$ cat config.mk
export PLATFORM = sky130hd
export DESIGN_NAME = tap_controller
export DESIGN_NICKNAME = d
export VERILOG_FILES = /design/src/rtl/jtag_pkg.sv /design/src/rtl/tap_controller.sv
export SDC_FILE = /design/constraint.sdc
export NUM_CORES = 1
export LEC_CHECK = 0
export CORE_MARGIN = 2
export CORE_UTILIZATION = 38
export DETAILED_ROUTE_END_ITERATION = 10
export MAX_ROUTING_LAYER = met4
export PLACE_DENSITY = 0.74
export SLEW_MARGIN = 5
export SYNTH_ARGS = -nofsm -noshare
export SYNTH_HDL_FRONTEND = slang
export SYNTH_SLANG_ARGS = --single-unit
$ cat constraint.sdc
create_clock -name TCK -period 1.1 [get_ports TCK]
set_input_delay 0.11 -clock TCK [delete_from_list [all_inputs] [get_ports TCK]]
set_output_delay 0.11 -clock TCK [all_outputs]
set_load 0.01 [all_outputs]
$ cat src/rtl/jtag_pkg.sv
// Shared JTAG definitions: TAP state encoding (IEEE 1149.1 codes)
// and the default instruction register length.
package jtag_pkg;

    localparam int unsigned IR_LEN_DEF = 2;

    typedef enum logic [3:0] {
        S_TLR   = 4'hF,
        S_RTI   = 4'hC,
        S_SELDR = 4'h7,
        S_CAPDR = 4'h6,
        S_SHDR  = 4'h2,
        S_EX1DR = 4'h1,
        S_PAUDR = 4'h3,
        S_EX2DR = 4'h0,
        S_UPDDR = 4'h5,
        S_SELIR = 4'h4,
        S_CAPIR = 4'hE,
        S_SHIR  = 4'hA,
        S_EX1IR = 4'h9,
        S_PAUIR = 4'hB,
        S_EX2IR = 4'h8,
        S_UPDIR = 4'hD
    } tap_state_t;

endpackage

$ cat src/rtl/tap_controller.sv
// IEEE 1149.1 TAP controller with an IR shift-length checker.
// Ports: TCK clock, Reset sync active-high, TMS mode select;
//   State (4b IEEE code), Moore-decoded IR/DR capture/shift/update
//   strobes, ClockIR/ClockDR, Select (IR column), Enable (TDO enable,
//   one cycle after a shift state), IRBitCount, IRLengthError (sticky).
module tap_controller
    import jtag_pkg::*;
#(
    parameter int unsigned IR_LEN = IR_LEN_DEF,
    parameter int unsigned CNT_W  = 4
) (
    input  logic             TCK,
    input  logic             Reset,
    input  logic             TMS,
    output logic [3:0]       State,
    output logic             TestLogicReset,
    output logic             CaptureIR,
    output logic             ShiftIR,
    output logic             ClockIR,
    output logic             UpdateIR,
    output logic             CaptureDR,
    output logic             ShiftDR,
    output logic             ClockDR,
    output logic             UpdateDR,
    output logic             Select,
    output logic             Enable,
    output logic [CNT_W-1:0] IRBitCount,
    output logic             IRLengthError
);

    tap_state_t       state;
    tap_state_t       state_nxt;
    logic [CNT_W-1:0] ir_cnt;
    logic             ir_err;
    logic             en_q;

    always_ff @(posedge TCK) begin
        if (Reset) begin
            state <= S_TLR;
        end else begin
            state <= state_nxt;
        end
    end

    always_comb begin
        state_nxt = state;
        unique case (state)
            S_TLR:   state_nxt = TMS ? S_TLR   : S_RTI;
            S_RTI:   state_nxt = TMS ? S_SELDR : S_RTI;
            S_SELDR: state_nxt = TMS ? S_SELIR : S_CAPDR;
            S_CAPDR: state_nxt = TMS ? S_EX1DR : S_SHDR;
            S_SHDR:  state_nxt = TMS ? S_EX1DR : S_SHDR;
            S_EX1DR: state_nxt = TMS ? S_UPDDR : S_PAUDR;
            S_PAUDR: state_nxt = TMS ? S_EX2DR : S_PAUDR;
            S_EX2DR: state_nxt = TMS ? S_UPDDR : S_SHDR;
            S_UPDDR: state_nxt = TMS ? S_SELDR : S_RTI;
            S_SELIR: state_nxt = TMS ? S_TLR   : S_CAPIR;
            S_CAPIR: state_nxt = TMS ? S_EX1IR : S_SHIR;
            S_SHIR:  state_nxt = TMS ? S_EX1IR : S_SHIR;
            S_EX1IR: state_nxt = TMS ? S_UPDIR : S_PAUIR;
            S_PAUIR: state_nxt = TMS ? S_EX2IR : S_PAUIR;
            S_EX2IR: state_nxt = TMS ? S_UPDIR : S_SHIR;
            S_UPDIR: state_nxt = TMS ? S_SELDR : S_RTI;
        endcase
    end

    // TDO enable trails the shift states by one TCK.
    always_ff @(posedge TCK) begin
        if (Reset) begin
            en_q <= 1'b0;
        end else begin
            en_q <= (state == S_SHIR) || (state == S_SHDR);
        end
    end

    // IR scan length checker; counter saturates so long scans
    // still read as a mismatch.
    always_ff @(posedge TCK) begin
        if (Reset) begin
            ir_cnt <= '0;
            ir_err <= 1'b0;
        end else begin
            if (state == S_CAPIR) begin
                ir_cnt <= '0;
            end else if (state == S_SHIR && ir_cnt != '1) begin
                ir_cnt <= ir_cnt + 1'b1;
            end
            if (state == S_TLR) begin
                ir_err <= 1'b0;
            end else if (state == S_UPDIR
                         && ir_cnt != CNT_W'(IR_LEN)) begin
                ir_err <= 1'b1;
            end
        end
    end

    assign State          = state;
    assign TestLogicReset = (state == S_TLR);
    assign CaptureIR      = (state == S_CAPIR);
    assign ShiftIR        = (state == S_SHIR);
    assign ClockIR        = CaptureIR | ShiftIR;
    assign UpdateIR       = (state == S_UPDIR);
    assign CaptureDR      = (state == S_CAPDR);
    assign ShiftDR        = (state == S_SHDR);
    assign ClockDR        = CaptureDR | ShiftDR;
    assign UpdateDR       = (state == S_UPDDR);
    assign Select         = (state == S_SELIR) || (state == S_CAPIR)
                         || (state == S_SHIR)  || (state == S_EX1IR)
                         || (state == S_PAUIR) || (state == S_EX2IR)
                         || (state == S_UPDIR);
    assign Enable         = en_q;
    assign IRBitCount     = ir_cnt;
    // Being in TLR already means the flag is being cleared.
    assign IRLengthError  = ir_err && (state != S_TLR);

endmodule

==> summary.md <==
| Metric | Value |
|---|---|
| Outcome | finished, violations left |
| Violated checks | setup timing |
| Placer Congestion | 0.834 |
| Min cycle time layout | 1.38 ns |
| CP Capture Type | register |
| Post-synthesis cell type count | 31 |
| CTS Sinks | 10 |
| # DRC | 0 |
| CP startpoint kind | register |
| Syn Area/Cell | approximately 8.3 sq um |
| Fin nets | 137 |
| Initial Utilization | 40.5% |
| Iter 0 DRT Violations | 11 |
| Syn. warnings | 0 |
| Slew Limit Headroom | between 80% and 90% |
| Final Slew Violations | 0 |
| Total Routed Length | around 2.9 mm |
| Max FO, Critical Path | 8 |
| DPL Wire Length | 1.29 mm |
| Final Skew | roughly 0.0055 ns |
| Peak Freq | 725 MHz |
| Maximum clock path buffer count | 2 |
| Number of global-route vias before repair | 745 |
| Share of layout cells above drive strength 1 | 71.5% |
| Min-Delay Path Class | input port to register |
| Clock slew at reported path FFs | 0.07 ns |
| Net Sw Frac | 35.4% |
| CTS Hold Bufs | 0 |
| Finished Cell Area | roughly 1400 sq um |
| Clk root buf | clkbuf_4 |
| Logic gate share of total power | 53.9% |
| Largest area contributor in the netlist | dfxtp_1 |
| GRT Overall Usage | 25.5% |
| Overflow left after global routing | 0 |
| Top cell type's share of synthesized area | 32.8% |
| Final setup fails | 20 |
| Vias/cell | ~5.6 |
| Most frequent cells in the layout | buf_6 (25), buf_4 (16), buf_2 (8) |
| Final core area utilization | approximately 90% |
| Peak supply drop | between 1000 and 1500 uV |
| P per Cell Area | 1130 nW/um^2 |
| CORE AREA | 1510 sq um |
| WL/cell | 19.8 microns |
| Fin crit share | 125% |
| TNS Setup | -3.35 ns |
| Met1 track demand over resource | about 28% |
| Largest net degree at the start of global routing | 9 |
| Post-DP Area | between 1000 and 1500 sq um |
| H-tree depth | 1 |
| Synthesized instance count | 74 |
| Worst skew pair latency | about 0.28 ns |
| Met2 Usage GRT | 44.4% |
| MaxCap Viol Count | 0 |
| First-pass DRT Iterations | 4 |
| Commonest non-fill, non-tap cell in the layout | buf_6 |
| Layout Area Growth over Synthesis | 122% |
| Syn nets | 79 |
| Row count | 14 |
| ANT nets after route | 0 |
| Clock power share | 17.8% |
| Via count | 821 |
| Antenna Diode Count | 0 |
| Synth Cell Area | 611 sq um |
| Met3 usage | around 2.4% |
| #FFs+latches synth | 10 |
| Worst-Margin Slew | 0.294 ns |
| Net Sw Power | between 500 and 600 uW |
| Largest cells by area after synthesis | dfxtp_1 (33%), nor2_1 (4.9%), a21oi_1 (4.1%), and3_1 (4.1%), ha_1 (4.1%) |
| P_int | approximately 990 uW |
| Die area | 1940 sq um |
| Die width | approximately 44 microns |
| Die height | 44.1 microns |
| Crit Path Category | register to register |
| Sequential area share after synthesis | 32.8% |
| Worst Path Required | 1.27 ns |
| Initial antenna violation count | 0 |
| Unrepaired setup endpoints after global routing | true |
| Grt peak-use layer | met2 |
| PortBufs | 22 |
| CTS Buf Count | 3 |
| Leakage Power | ~0.65 nW |
| Top-Level Pins | 23 |
| Crit path DAT | 1.55 ns |
| Hold Violations, Final | 0 |
| Design Power | 1.53 mW |
| Pre-CTS setup slack | -0.381 ns |
| First-pass GRT wire length | roughly 3.4 mm |
| CTS tree | built |
| Seq pwr share | 28.3% |
| Final setup margin | -0.280 ns |
-- logic make-up after synthesis --
kind of cell / count (synthesis) / share of synthesized area, %
AO/OA/AOI/OAI: 19 / 22.5
adder cells (fa/ha/maj): 2 / 4.10
buffers and inverters: 9 / 8.81
flip-flops: 10 / 32.8
multiplexers: 2 / 3.48
AND/OR/NAND/NOR: 32 / 28.3
-- critical path: stages (launching register included) --
cell and delay (ns):
dfxtp_4 0.36, buf_6 0.12, and4bb_1 0.32, buf_6 0.16
a31oi_1 0.11, o21ba_1 0.19
-- state kept, by name, indices dropped and copies added (netlist names) --
signal / count
ir_err: 1
State: 4
IRBitCount: 4
Enable: 1
-- stage by stage --
stage	hold slack, ns	std cells
2_1_floorplan	0.187	74
3_3_place_gp	0.603	131
3_5_place_dp	0.605	131
4_1_cts	0.549	139
5_1_grt	0.593	146
6_report	0.588	146
-- what timing repair did --
item,4_1_cts,5_1_grt
pin swaps,8,10
buffers inserted,5,7
resized for setup,103,29
gates cloned,0,0
endpoints found under the setup margin,28,21
-- metal layers --
layer | routed length, microns | vias to the layer above
met3 | 152 | 8
met1 | 1080 | 395
met5 | 0 | -
met2 | 1580 | 42
li1 | - | 376
met4 | 87 | 0
-- path summary, 6_finish.rpt --
kind                            slack [ns]      from            end  cells past startpoint
worst max register to register       -0.28  State[0]  IRBitCount[3]                      5
worst min register to register        0.63    ir_err         ir_err                      3
worst min-delay path                  0.59     Reset         ir_err                      3
worst max-delay path                 -0.28  State[0]  IRBitCount[3]                      5
-- power groups by stage --
stage          clock network [mW]  logic (mW)  registers (mW)
3_3_place_gp                    0       0.501           0.426
5_1_grt                     0.295       0.867           0.438
2_1_floorplan                   0       0.248           0.432
4_1_cts                     0.273       0.642           0.432
6_report                    0.273       0.827           0.433
3_5_place_dp                    0       0.507           0.427
-- layout make-up --
| class | instances | area (sq um) |
|---|---|---|
| multi-input combinational | 55 | 546 |
| timing repair buffer | 59 | 541 |
| sequential | 10 | 216 |
| fill | 69 | 150 |
| clock buffer | 3 | 22.5 |
| tap | 16 | 20.0 |
| inverter | 3 | 11.3 |
-- synthesized netlist by cell type --
master     n
a211o_1    1
a211oi_1   1
a21bo_2    1
a21o_1     1
a21oi_1    5
a21oi_2    1
a221o_1    1
a31oi_1    1
a41oi_1    1
and2b_1    1
and3_1     4
and4bb_1   1
buf_2      4
buf_6      2
dfxtp_1   10
ha_1       2
inv_1      3
mux2_2     1
mux2i_1    1
nand2_1    3
nand2b_1   4
nand3_1    4
nor2_1     8
nor2b_1    1
nor3_1     4
o21ai_0    2
o21ba_1    1
o21ba_2    1
o21bai_1   2
or2_2      1
or3b_1     1
Note: power is estimated with default switching activity, not from simulation.
